===== config.mk =====
export PLATFORM = sky130hd
export DESIGN_NAME = vec_op_sequencer_flat
export DESIGN_NICKNAME = d
export VERILOG_FILES = /design/src/rtl/vec_op_sequencer_if.sv /design/src/rtl/vec_op_sequencer.sv /design/src/flat_wrapper.sv
export SDC_FILE = /design/constraint.sdc
export NUM_CORES = 1
export LEC_CHECK = 0
export BUFFER_PORTS_ARGS = -buffer_cell sky130_fd_sc_hd__clkbuf_2
export CAP_MARGIN = 20
export CORE_UTILIZATION = 30
export DETAILED_ROUTE_END_ITERATION = 6
export GPL_TIMING_DRIVEN = 1
export REMOVE_ABC_BUFFERS = 1
export SETUP_SLACK_MARGIN = 0.3
export SLEW_MARGIN = 20
export SYNTH_ARGS = -nofsm -noshare
export SYNTH_HDL_FRONTEND = slang
export SYNTH_SLANG_ARGS = --single-unit
export TNS_END_PERCENT = 50

===== constraint.sdc =====
create_clock -name clk -period 4.1 [get_ports clk]
set_input_delay 0.615 -clock clk [delete_from_list [all_inputs] [get_ports clk]]
set_output_delay 0.615 -clock clk [all_outputs]
set_load 0.005 [all_outputs]

===== src/rtl/vec_op_sequencer_if.sv =====
// Handshake bundle between decode, the vector op sequencer and the lane datapath.
// Issue side (decode -> sequencer) and lane side (sequencer -> lanes) in one place.
interface vec_op_sequencer_if #(
  parameter int VLEN = 4
);
  localparam int IDX_W = $clog2(VLEN);

  logic             issue_valid;
  logic             issue_ready;
  logic [3:0]       opcode;
  logic [1:0]       vrd;
  logic [1:0]       vrs1;
  logic [2:0]       srs1;

  logic             lane_valid;
  logic             lane_ready;
  logic [IDX_W-1:0] lane_idx;
  logic [1:0]       lane_op;
  logic [1:0]       lane_vrd;
  logic [1:0]       lane_vrs1;
  logic [2:0]       lane_srs1;

  modport slave (
    input  issue_valid, opcode, vrd, vrs1, srs1,
    input  lane_ready,
    output issue_ready,
    output lane_valid, lane_idx, lane_op,
    output lane_vrd, lane_vrs1, lane_srs1
  );

  modport master (
    output issue_valid, opcode, vrd, vrs1, srs1,
    output lane_ready,
    input  issue_ready,
    input  lane_valid, lane_idx, lane_op,
    input  lane_vrd, lane_vrs1, lane_srs1
  );
endinterface


===== src/rtl/vec_op_sequencer.sv =====
// Vector op sequencer: one micro-op per element, stalls front end while busy.
// VSEQ_B2B_EN: drop the DONE bubble so vector ops can issue back to back.
module vec_op_sequencer #(
  parameter int VLEN = 4
) (
  input  logic              clk,
  input  logic              rst,
  vec_op_sequencer_if.slave bus,
  input  logic              flush,
  output logic              stall_o,
  output logic              done
);

  localparam int IDX_W = $clog2(VLEN);
  localparam logic [IDX_W-1:0] LAST = IDX_W'(VLEN - 1);

`ifdef VSEQ_B2B_EN
  typedef enum logic [1:0] {IDLE, RUN} state_e;
`else
  typedef enum logic [1:0] {IDLE, RUN, DONE} state_e;
`endif

  state_e           state_q, state_d;
  logic [IDX_W-1:0] idx_q, idx_d;
  logic [1:0]       op_q, op_d;
  logic [1:0]       vrd_q, vrd_d;
  logic [1:0]       vrs1_q, vrs1_d;
  logic [2:0]       srs1_q, srs1_d;

  logic       is_vec;
  logic [1:0] vop;
  logic       run;
  logic       hs;
  logic       last_hs;
  logic       accept;

  // Map the four vector opcodes onto the lane op code.
  always_comb begin
    is_vec = 1'b1;
    vop    = 2'b00;
    unique case (bus.opcode)
      4'b0001: vop = 2'b00;
      4'b0011: vop = 2'b01;
      4'b0101: vop = 2'b10;
      4'b1011: vop = 2'b11;
      default: is_vec = 1'b0;
    endcase
  end

  assign run     = (state_q == RUN);
  assign hs      = run & bus.lane_ready;
  assign last_hs = hs & (idx_q == LAST);
  assign accept  = bus.issue_valid & bus.issue_ready;

  assign bus.lane_valid = run;
  assign bus.lane_idx   = idx_q;
  assign bus.lane_op    = op_q;
  assign bus.lane_vrd   = vrd_q;
  assign bus.lane_vrs1  = vrs1_q;
  assign bus.lane_srs1  = srs1_q;
  assign stall_o        = (state_q != IDLE);

`ifdef VSEQ_B2B_EN
  assign bus.issue_ready = ((state_q == IDLE) | last_hs) & ~flush;
  assign done            = last_hs & ~flush;
`else
  assign bus.issue_ready = (state_q == IDLE) & ~flush;
  assign done            = (state_q == DONE) & ~flush;
`endif

  // Next state: flush wins, then element stepping, then new-op capture.
  always_comb begin
    state_d = state_q;
    idx_d   = idx_q;
    op_d    = op_q;
    vrd_d   = vrd_q;
    vrs1_d  = vrs1_q;
    srs1_d  = srs1_q;
    if (flush) begin
      state_d = IDLE;
      idx_d   = '0;
    end else begin
      unique case (state_q)
        IDLE: begin
          if (accept && is_vec) begin
            state_d = RUN;
            idx_d   = '0;
            op_d    = vop;
            vrd_d   = bus.vrd;
            vrs1_d  = bus.vrs1;
            srs1_d  = bus.srs1;
          end
        end
        RUN: begin
          if (last_hs) begin
            idx_d = '0;
`ifdef VSEQ_B2B_EN
            if (accept && is_vec) begin
              op_d   = vop;
              vrd_d  = bus.vrd;
              vrs1_d = bus.vrs1;
              srs1_d = bus.srs1;
            end else begin
              state_d = IDLE;
            end
`else
            state_d = DONE;
`endif
          end else if (hs) begin
            idx_d = idx_q + 1'b1;
          end
        end
`ifndef VSEQ_B2B_EN
        DONE: state_d = IDLE;
`endif
        default: state_d = IDLE;
      endcase
    end
  end

  // State, index and latched operand fields.
  always_ff @(posedge clk or negedge rst) begin
    if (!rst) begin
      state_q <= IDLE;
      idx_q   <= '0;
      op_q    <= '0;
      vrd_q   <= '0;
      vrs1_q  <= '0;
      srs1_q  <= '0;
    end else begin
      state_q <= state_d;
      idx_q   <= idx_d;
      op_q    <= op_d;
      vrd_q   <= vrd_d;
      vrs1_q  <= vrs1_d;
      srs1_q  <= srs1_d;
    end
  end

endmodule

===== src/flat_wrapper.sv =====
// flat-port wrapper written by rule: the top's interface ports become plain ports
module vec_op_sequencer_flat 
#(
  parameter int VLEN = 4
)
  (clk, rst, flush, stall_o, done, bus_issue_valid, bus_opcode, bus_vrd, bus_vrs1, bus_srs1, bus_lane_ready, bus_issue_ready, bus_lane_valid, bus_lane_idx, bus_lane_op, bus_lane_vrd, bus_lane_vrs1, bus_lane_srs1);
  vec_op_sequencer_if #(.VLEN(VLEN)) bus_i ();
  input  logic clk;
  input  logic rst;
  input  logic flush;
  output logic stall_o;
  output logic done;
  input wire logic [$bits(bus_i.issue_valid)-1:0] bus_issue_valid;
  input wire logic [$bits(bus_i.opcode)-1:0] bus_opcode;
  input wire logic [$bits(bus_i.vrd)-1:0] bus_vrd;
  input wire logic [$bits(bus_i.vrs1)-1:0] bus_vrs1;
  input wire logic [$bits(bus_i.srs1)-1:0] bus_srs1;
  input wire logic [$bits(bus_i.lane_ready)-1:0] bus_lane_ready;
  output wire logic [$bits(bus_i.issue_ready)-1:0] bus_issue_ready;
  output wire logic [$bits(bus_i.lane_valid)-1:0] bus_lane_valid;
  output wire logic [$bits(bus_i.lane_idx)-1:0] bus_lane_idx;
  output wire logic [$bits(bus_i.lane_op)-1:0] bus_lane_op;
  output wire logic [$bits(bus_i.lane_vrd)-1:0] bus_lane_vrd;
  output wire logic [$bits(bus_i.lane_vrs1)-1:0] bus_lane_vrs1;
  output wire logic [$bits(bus_i.lane_srs1)-1:0] bus_lane_srs1;
  assign bus_i.issue_valid = bus_issue_valid;
  assign bus_i.opcode = bus_opcode;
  assign bus_i.vrd = bus_vrd;
  assign bus_i.vrs1 = bus_vrs1;
  assign bus_i.srs1 = bus_srs1;
  assign bus_i.lane_ready = bus_lane_ready;
  assign bus_issue_ready = bus_i.issue_ready;
  assign bus_lane_valid = bus_i.lane_valid;
  assign bus_lane_idx = bus_i.lane_idx;
  assign bus_lane_op = bus_i.lane_op;
  assign bus_lane_vrd = bus_i.lane_vrd;
  assign bus_lane_vrs1 = bus_i.lane_vrs1;
  assign bus_lane_srs1 = bus_i.lane_srs1;
  vec_op_sequencer #(.VLEN(VLEN)) u_core (.clk(clk), .rst(rst), .bus(bus_i), .flush(flush), .stall_o(stall_o), .done(done));
endmodule

== After elaboration in Yosys (flattened, before gate mapping) ==
Index checks and enable logic that the tools add are counted.
Storage, ports and cells
  bits in registers: 13
  ROM bits: 0
  memories kept: 0
  latch bits: 0
  word-level logic and storage cells: 42
  memory bits (writable): 0
Operators by class
  reductions and logical operators: 8
  shift-type cells: 0
  mux-type cells: 11
  equal/unequal tests: 10
  add/subtract/negate cells: 1
  bitwise operators: 6
  divide/modulo/power cells: 0
  $mul: 0
  magnitude comparators: 0
Operator list (count)
  2-bit two-way mux: 7
  2-bit case mux with 2 select lines: 2
  3-bit != test, second input constant: 2
  2-bit case mux with 3 select lines: 1
  3-bit AND reduction: 2
  1-bit bitwise AND: 5
  2-bit equality test, second input constant: 2
  4-bit by 1-bit equality test with 1-bit output, second input constant: 1
  4-bit by 2-bit equality test with 1-bit output, second input constant: 1
  4-bit by 3-bit equality test with 1-bit output, second input constant: 1
  4-bit equality test, second input constant: 1
  4-bit != test, second input constant: 1
  4-bit OR reduction: 1
  3-bit nonzero test: 1
  2-bit by 1-bit adder with 2-bit output, second input constant: 1
  2-bit by 1-bit equality test with 1-bit output, second input constant: 1
  2-bit logical NOT: 1
  2-bit AND reduction: 1
  2-bit nonzero test: 1
  1-bit logical AND: 1
  1-bit two-way mux: 1
  1-bit inverter: 1

== Logic depth before layout (Yosys ltp) ==
Gate-level depths: netlist of the first run.
  depth after elaboration: 7
  mapped depth: 5
  depth with buffers taken out: 5

== Worst setup path after synthesis of the first run ==
Ideal clock, no wire load.
  path type: input -> register
  start point: input port bus_opcode[1]
  end point: register u_core.vrd_q[1], in the netlist u_core.bus.lane_vrd[1]
  path buffers: 0
  library setup time: 0.125 ns
  stages: 3
  slack: 2.513 ns
  required time: 3.975 ns
  arrival: 1.462 ns
  cells stage by stage: mux2i_1 > nand4_4 > mux2_4
Between the ends
  cells in the longest elaborated chain, start to end: 5
  elaborated cells on any way between the ends: 8
  those cells by class: eq/ne (4); mux (1); reduce/logical (3)
RTL lines
  start: declaration: line flat_wrapper.sv:14  | input wire logic [$bits(bus_i.opcode)-1:0] bus_opcode;
  4-bit by 1-bit equality test with 1-bit output (tied with other cells): line vec_op_sequencer.sv:41  | unique case (bus.opcode)
  4-bit OR reduction (no line) *
  1-bit two-way mux *: line vec_op_sequencer.sv:41
  1-bit logical AND *: line vec_op_sequencer.sv:85  | if (accept && is_vec) begin
  3-bit AND reduction (no line) *
  end signal: assignment: line vec_op_sequencer.sv:134  | vrd_q <= vrd_d;
  end: declaration: line vec_op_sequencer.sv:26  | logic [1:0] vrd_q, vrd_d;
Mark *: on every way between the ends. The rest lies on a longest branch, timed or not.
A chain may end at the register's enable or synchronous reset.

== Worst setup path in the final report of the first run ==
  start point: input port flush
  end point: output port bus_issue_ready
Between the ends
  cells in the longest elaborated chain, start to end: 2
RTL lines
  start: declaration: line flat_wrapper.sv:10  | input logic flush;
  1-bit inverter (no line)
  1-bit bitwise AND: line vec_op_sequencer.sv:67  | assign bus.issue_ready = (state_q == IDLE) & ~flush;
  end: declaration: line flat_wrapper.sv:19  | output wire logic [$bits(bus_i.issue_ready)-1:0] bus_issue_ready;
No other way between the ends.

==> results.json, run 1 <==
{
  "status": "finished, final reports clean",
  "syn_area_per_cell_um2": 12.3,
  "p_per_area_mw_per_mm2": 361,
  "layout_commonest_cell": "clkbuf_2",
  "ys_seq_area_share_pct": 50.9,
  "finalHoldViolCount": 0,
  "fin_ws_ps": 2250,
  "p_comb_share_pct": 22.1,
  "startpoint_type": "input port",
  "tritoncts": "done",
  "worst_hold_path_type": "in2async",
  "area_growth_pct": 30.3,
  "syn_area_um2": 639,
  "clock-sinks": 13,
  "n_antenna_cell": 0,
  "drive_gt1_share_pct": 52.4,
  "ys.flop_type": "dfrtp_1",
  "grt_max_degree": 14,
  "worst_pin_slew_ps": 370,
  "fillers": 193,
  "grt_overflow": 0,
  "ir_drop_mv": 0.238,
  "detail_route.wirelength_mm": 1.22,
  "period_minus_slack_ps": 1850,
  "final_nets": 102,
  "cts-hold-fix-buffers": 0,
  "crit_top_cell": "clkbuf_2",
  "ant_nets": 0,
  "ctsResizeCount": 0,
  "end_kind": "output pin",
  "power_leakage_nw": 0.431,
  "drc": 0,
  "worstPathMaxFanout": 6,
  "yosys_warnings": 0,
  "finalSetupTns_ps": 0,
  "postCtsSetupBuffers": 0,
  "grt_pass1_wl_mm": 1.70,
  "clkLatencyLatePin_ps": 260,
  "synth_cells": 52,
  "die-height_um": 48.2,
  "io_buffer_count": 30,
  "required_ps": 3480,
  "crit_slowest_cell": "nor3_4",
  "avgViaCountPerCell": 4.60,
  "root_buffer": "clkbuf_4",
  "num_rows": 16,
  "first_global_vias": 404,
  "core_area_mm2": 0.00198,
  "netSwitchingPower_w": 0.0000758,
  "ys_types": 25,
  "p_clk_share_pct": 25.0,
  "wl_met1_um": 602,
  "antenna_found_initial": 0,
  "power_frac_seq_pct": 53.0,
  "wl_met3_um": 47,
  "ctsLongestPathBuffers": 2,
  "drtPass1Iterations": 4,
  "max_freq_mhz": 541,
  "crit_type": "in2out",
  "die_x_um": 48.2,
  "start_util_pct": 32.3,
  "max_stage_delay_ps": 310,
  "min_period_over_period_pct": 45.1,
  "slew_headroom_pct": 74.6,
  "synth_edf_count": 0,
  "dp_slack_ps": 2240,
  "numCtsBuffers": 3,
  "routabilityCongestion": 0.710,
  "ys_seq_elements": 13,
  "path_cells": "clkbuf_2, nor3_4, clkbuf_2",
  "die-area_mm2": 0.00232,
  "vias": 511,
  "clock_skew_ps": 2.83,
  "wl_per_cell_um": 11.0,
  "cell_internal_pwr_w": 0.000225,
  "htreeDepth": 1,
  "clkTransAtPathRegs_ps": 70,
  "slew_violations": 0,
  "drv_cap": 0,
  "sw_frac_of_total_pct": 25.2,
  "drtIter0Drc": 7,
  "dp_hpwl_um": 967,
  "maxUsedRoutingLayer": "met3",
  "cp.arrival_ps": 1230,
  "rsz0062_at_grt": "no",
  "final_cell_mix": "clkbuf_2, dfrtp_1, mux2_2",
  "grt_use_total_pct": 10.8,
  "setup_viol": 0,
  "dr_wl_met2_um": 571,
  "io_pins": 31,
  "ys_async_sr_fraction_pct": 100
}
-- routing by layer --
| layer | global-route usage [%] | vias up |
|---|---|---|
| met1 | 14.3 | 242 |
| met5 | 0 | - |
| met2 | 16.0 | 14 |
| li1 | - | 255 |
| met3 | 5.56 | 0 |
| met4 | 1.67 | 0 |
-- path summary, 6_finish.rpt --
kind	to	from	slack, ps	cells past startpoint
min in group clk	u_core.bus.lane_vrd[0]	u_core.bus.lane_vrd[0]	510	1
hold / removal	u_core.bus.lane_vrd[0]	rst	230	1
setup / recovery	bus_issue_ready	flush	2250	3
hold reg to reg	u_core.bus.lane_vrd[0]	u_core.bus.lane_vrd[0]	510	1
max in group asynchronous	u_core.bus.lane_op[1]	rst	3620	1
setup reg to reg	u_core.bus.lane_vrd[1]	u_core.state_q[0]	2610	3
-- worst max-delay path: cells and delay by family --
kind,cells,cell delay (ps)
simple gates,1,310
buf+inv,2,310
-- per-stage QoR --
| step | utilization (%) | cell area [um^2] | instances | hold WS [ps] | power [W] |
|---|---|---|---|---|---|
| floorplan | - | 623 | 50 | 319 | 0.000192 |
| global placement | 40.7 | 807 | 107 | 487 | 0.000228 |
| detailed placement | 40.7 | 807 | 107 | 496 | 0.000230 |
| CTS | 42.0 | 833 | 111 | 229 | 0.000308 |
| global route | 42.0 | 833 | 111 | 227 | 0.000326 |
| finish | 42.0 | 833 | 111 | 232 | 0.000301 |
-- area by class of cell --
class	instances	area (um^2)	area share (%)
sequential	13	325	39.0
multi-input combinational	36	294	35.3
timing repair buffer	30	150	18.0
tap	27	33.8	4.05
clock buffer	4	26.3	3.15
inverter	1	3.75	0.450
-- sequential cells by signal, indices dropped and copies added, names as in the netlist --
register / flops
u_core.bus.lane_vrd: 2
u_core.bus.lane_op: 2
u_core.bus.lane_vrs1: 2
u_core.state_q: 2
u_core.bus.lane_srs1: 3
u_core.bus.lane_idx: 2
-- power groups by stage --
stage               combinational (W)  clock (W)  sequential [W]
global route                0.0000755  0.0000873        0.000163
detailed placement          0.0000675          0        0.000162
finish                      0.0000665  0.0000752        0.000160
CTS                         0.0000677  0.0000803        0.000160
floorplan                   0.0000289          0        0.000163
global placement            0.0000666          0        0.000162
-- logic make-up after synthesis --
logic type	synth area share, %
AOI/OAI and AO/OA	9.00
muxes	15.1
buffers and inverters	3.13
and+or+nand+nor	20.0
adders and majority gates	1.96
DFF	50.9
-- cell usage after synthesis, types with 2 or more instances --
cell type,instances,area (um^2)
a21oi_1,2,10.0
a31oi_1,2,12.5
dfrtp_1,13,325
mux2_2,5,56.3
mux2_4,2,30.0
nand3_1,4,20.0
nor2_1,2,7.51
nor2b_1,2,12.5
nor3_1,3,15.0
o21ai_0,2,10.0
Note: power is estimated with default switching activity, not from simulation.
==> run 2: changes to the inputs <==
Settings changed: ABC_AREA from default to 1.
Clock period 4.1 ns to 1.6 ns, I/O delays scaled along.
==> results.json, run 2 <==
{
  "yosys.area.top_type": "dfrtp_1",
  "clock-sinks": 13,
  "worstPathMaxFanout": 3,
  "min_period_over_period_pct": 82.5,
  "ant_nets": 0,
  "die-area_mm2": 0.00234,
  "crit_type": "reg2out",
  "clkLatencyLatePin_ps": 270,
  "start_util_pct": 32.5,
  "end_kind": "output pin",
  "path_delay_family": "flip-flops",
  "ys_seq_area_share_pct": 50.5,
  "power_leakage_nw": 0.559,
  "yosys_warnings": 0,
  "antenna_found_initial": 0,
  "period_minus_slack_ps": 1320,
  "vias": 613,
  "worst_hold_path_type": "in2reg",
  "finalSetupTns_ps": 0,
  "sw_frac_of_total_pct": 28.6,
  "max_freq_mhz": 758,
  "largest_reg_flops": 3,
  "netlist.area_leader.share_pct": 50.5,
  "root_buffer": "clkbuf_4",
  "grt_pass1_wl_mm": 2.33,
  "place_area_um2": 817,
  "ff2ff_setup_slack_ps": 330,
  "finalHoldViolCount": 0,
  "drive_gt1_share_pct": 41.3,
  "htreeDepth": 1,
  "final_nets": 139,
  "die_x_um": 48.3,
  "crit_slowest_cell": "dfrtp_1",
  "n_antenna_cell": 0,
  "setup_viol": 0,
  "startpoint_type": "flip-flop",
  "drtPass1Iterations": 3,
  "grt_use_total_pct": 12.5,
  "drc": 0,
  "ctsLongestPathBuffers": 2,
  "slew_violations": 0,
  "die-height_um": 48.3,
  "tritoncts": "done",
  "final_cell_mix": "nand2_1, clkbuf_2, dfrtp_1",
  "required_ps": 1360,
  "syn_area_um2": 644,
  "layout_commonest_cell": "nand2_1",
  "path_cells": "nor2_2, nand2_2, inv_2, clkbuf_2",
  "slew_headroom_pct": 77.9,
  "synthTopCellsByArea": "dfrtp_1, nand2_1, inv_1, nand3_1, nand2_2",
  "fin_ws_ps": 280,
  "io_buffer_count": 30,
  "clkTransAtPathRegs_ps": 80,
  "p_per_area_mw_per_mm2": 879,
  "p_clk_share_pct": 24.8,
  "ys_top_cells_by_count": "nand2_1, dfrtp_1, inv_1, nand3_1",
  "avgViaCountPerCell": 4.14,
  "detail_route.wirelength_mm": 1.38,
  "p_total_w": 0.000797,
  "drv_cap": 0,
  "crit_buf_inv": 2,
  "grt_overflow": 0,
  "power_frac_seq_pct": 51.5,
  "dp_slack_ps": 368,
  "synth_edf_count": 0,
  "core_area_mm2": 0.00198,
  "dp_hpwl_mm": 1.03,
  "area_growth_pct": 40.8,
  "ys.flop_type": "dfrtp_1",
  "cell_internal_pwr_w": 0.000569,
  "synth_cells": 81,
  "status": "finished, final reports clean",
  "netSwitchingPower_w": 0.000228,
  "finalInstanceArea_um2": 907,
  "first_global_vias": 589,
  "cp.arrival_ps": 1080,
  "p_comb_share_pct": 23.7,
  "wl_per_cell_um": 9.30,
  "ys_types": 16,
  "syn_area_per_cell_um2": 7.96,
  "clock_skew_ps": 4.13,
  "routabilityCongestion": 0.819,
  "grt_max_degree": 14,
  "yosysMostFrequentCell": "nand2_1",
  "ys_async_sr_fraction_pct": 100,
  "io_pins": 31,
  "rsz0062_at_grt": "yes",
  "numCtsBuffers": 3,
  "ys_seq_elements": 13,
  "max_stage_delay_ps": 410,
  "ir_drop_mv": 0.392,
  "num_rows": 16,
  "worst_pin_slew_ps": 331,
  "drtIter0Drc": 5
}
## run 2: cell types whose count changed after synthesis, sizes merged, moves of 3 or more
cell,previous run,this run
inv,1,11
mux2,7,0
nand2,1,39
nor2,2,6
nor3,4,1
## run 2: worst paths after layout
path,from,end,depth (start not counted)
worst max register to register,u_core.state_q[0],u_core.bus.lane_vrs1[1],7
worst max-delay path,u_core.state_q[0],bus_issue_ready,4
min in group asynchronous,rst,u_core.bus.lane_srs1[0],2
worst min-delay path,bus_vrd[1],u_core.bus.lane_vrd[1],3
max in group asynchronous,rst,u_core.bus.lane_idx[0],2
worst min register to register,u_core.bus.lane_srs1[1],u_core.bus.lane_srs1[1],2
## run 2: timing repair
item,in CTS,in global routing
resized for setup,2,1
setup endpoints to repair,1,5
pin swaps,1,3
hold buffers,1,0
gates cloned,0,1
endpoints found under the hold margin,13,0
buffers inserted,2,3
## run 2: logic make-up after synthesis
family                     after synthesis  synth area share (%)
DFF                                     13                  50.5
adders and majority gates                1                  1.94
AOI/OAI and AO/OA                        2                  2.14
buffers and inverters                   12                  8.16
and+or+nand+nor                         53                  37.3
## run 2: final cells by class
cell class,count,area [um^2]
fill,208,1070
timing repair buffer,36,198
multi-input combinational,57,283
tap,27,33.8
sequential,13,325
clock buffer,4,26.3
inverter,11,41.3
## run 2: worst register-to-register path: stages, from the launching register on
cell and delay [ps]:
dfrtp_1 410, nor2_2 150, nand2_2 90, nor2_4 160
nand2_4 90, buf_4 160, nand2_1 50, nand2_1 50
## run 2: metal layers
layer  global-route usage [%]  share of wire (%)  vias to the layer above
met1                     15.5                 48                      263
met3                     2.83                4.9                        0
met4                     4.41                  0                        0
met5                        0                  0                        -
met2                     21.4                 47                       22
li1                         -                  -                      328
## run 2: power groups by stage
stage | sequential [W] | clock (W) | combinational, W
after floorplan | 0.000417 | 0 | 0.0000784
after CTS | 0.000411 | 0.000211 | 0.000183
after global routing | 0.000417 | 0.000227 | 0.000215
after global placement | 0.000416 | 0 | 0.000173
after detailed placement | 0.000416 | 0 | 0.000175
final | 0.000411 | 0.000198 | 0.000189
## run 2: metrics by stage
stage               util, %  hold slack, ps  cells
finish                 45.8             162    148
global route           45.8             164    148
CTS                    44.1             155    144
detailed placement     41.2             156    137
global placement       41.2             151    137
floorplan                 -           -55.6     80
==> run 3: changes to the inputs <==
Settings changed: ABC_AREA 1 to 0.
Clock period 1.6 ns to 1.3 ns, I/O delays scaled along.
==> results.json, run 3 (synthesis results as in run 1) <==
{
  "n_antenna_cell": 0,
  "num_rows": 16,
  "dp_hpwl_mm": 1.03,
  "drv_cap": 0,
  "drtIter0Drc": 6,
  "layout_commonest_cell": "clkbuf_2",
  "worst_pin_slew_ps": 303,
  "worst_hold_path_type": "in2reg",
  "ctsLongestPathBuffers": 2,
  "routabilityCongestion": 0.777,
  "slew_violations": 0,
  "power_leakage_nw": 0.526,
  "ir_drop_mv": 0.587,
  "finalInstanceArea_mm2": 0.00103,
  "maxUsedRoutingLayer": "met4",
  "wl_per_cell_um": 11.4,
  "clkTransAtPathRegs_ps": 80,
  "rr_startpoint": "u_core.state_q[0]",
  "dp_cells": 114,
  "required_ps": 1110,
  "avgViaCountPerCell": 4.69,
  "start_util_pct": 32.3,
  "root_buffer": "clkbuf_4",
  "drc": 0,
  "die_x_um": 48.2,
  "core_area_mm2": 0.00198,
  "dr_wl_met2_um": 797,
  "grt_max_degree": 14,
  "fin_ws_ps": -144,
  "grt_overflow": 0,
  "clock-sinks": 13,
  "io_buffer_count": 30,
  "worstHoldStart": "bus_srs1[2]",
  "place_area_um2": 860,
  "ant_nets": 0,
  "vias": 595,
  "largest_reg_flops": 3,
  "clkLatencyLatePin_ps": 270,
  "max_freq_mhz": 693,
  "final_cell_mix": "clkbuf_2, dfrtp_1, buf_4",
  "fin_util_pct": 52.2,
  "finalSetupTns_ps": -958,
  "wl_met3_um": 40,
  "detail_route.wirelength_mm": 1.45,
  "clock_skew_ps": 3.95,
  "htreeDepth": 1,
  "multiInputGateArea_um2": 333,
  "failed_checks": "setup timing",
  "cp.arrival_ps": 1250,
  "rsz0062_at_grt": "yes",
  "numCtsBuffers": 3,
  "fillers": 177,
  "p_per_area_mw_per_mm2": 978,
  "crit_type": "reg2out",
  "slew_headroom_pct": 79.2,
  "wl_met1_um": 592,
  "drtPass1Iterations": 4,
  "period_minus_slack_ps": 1440,
  "finalHoldViolCount": 0,
  "die-area_mm2": 0.00232,
  "grt_use_total_pct": 13.3,
  "io_pins": 31,
  "p_total_w": 0.00101,
  "first_global_vias": 468,
  "worstPathMaxFanout": 3,
  "final_nets": 118,
  "min_period_over_period_pct": 111,
  "startpoint_type": "flip-flop",
  "regArea_um2": 325,
  "drive_gt1_share_pct": 65.0,
  "tritoncts": "done",
  "setup_viol": 13,
  "end_kind": "output pin",
  "crit_start": "u_core.state_q[0]",
  "grt_pass1_wl_mm": 2.01,
  "die-height_um": 48.2,
  "area_growth_pct": 61.8,
  "status": "finished, violations left",
  "antenna_found_initial": 0,
  "fin_cells": 127
}
run 3: cell count changes in the layout (fill, tap and decap cells not counted), moves of 3 or more:
cell,before,now
inv_1,9,1
nand2_1,35,1
nand2_2,3,0
buf_6,0,8
buf_2,0,4
clkbuf_2,30,22
mux2_2,0,5
nand3_1,6,3
buf_4,5,11
run 3: final timing paths:
kind | end | slack [ps] | cells past startpoint
worst max-delay path | bus_issue_ready | -140 | 3
worst min-delay path | u_core.bus.lane_srs1[2] | 150 | 2
worst max register to register | u_core.bus.lane_op[0] | -130 | 5
worst min register to register | u_core.bus.lane_srs1[2] | 510 | 1
max in group asynchronous | u_core.bus.lane_srs1[2] | 710 | 2
min in group asynchronous | u_core.state_q[0] | 350 | 2
run 3: stage by stage:
stage / setup WS [ps] / hold slack, ps
after floorplan: -57.7 / -101
after global placement: -38.7 / 105
after detailed placement: -57.6 / 104
after CTS: -125 / 145
after global routing: -222 / 138
final: -144 / 154
run 3: where the power goes:
group / internal [W] / switching, W
registers: 0.000467 / 0.0000342
clock network: 0.000119 / 0.000122
logic: 0.000168 / 0.000101
run 3: layout make-up:
class	instances	area share [%]
Multi-Input combinational cell	36	32.2
Tap cell	27	3.26
Timing Repair Buffer	46	30.2
Clock buffer	4	2.54
Sequential cell	13	31.4
Inverter	1	0.363
run 3: critical path, stage by stage (launching register included):
cell,delay [ps]
dfrtp_1,430
nor3_4,300
buf_4,170
buf_6,80
run 3: per-layer routing:
metal,GRT usage (%),vias to the layer above
met4,8.33,0
met3,4.44,2
met1,15.3,293
met5,0,-
met2,21.3,14
li1,-,286
run 3: repair_timing:
action | in CTS | in global routing
endpoints found under the hold margin | 13 | 0
gates resized for setup | 8 | 14
pin swaps | 1 | 5
setup buffers | 4 | 4
setup endpoints to repair | 18 | 28
hold buffers | 1 | 0
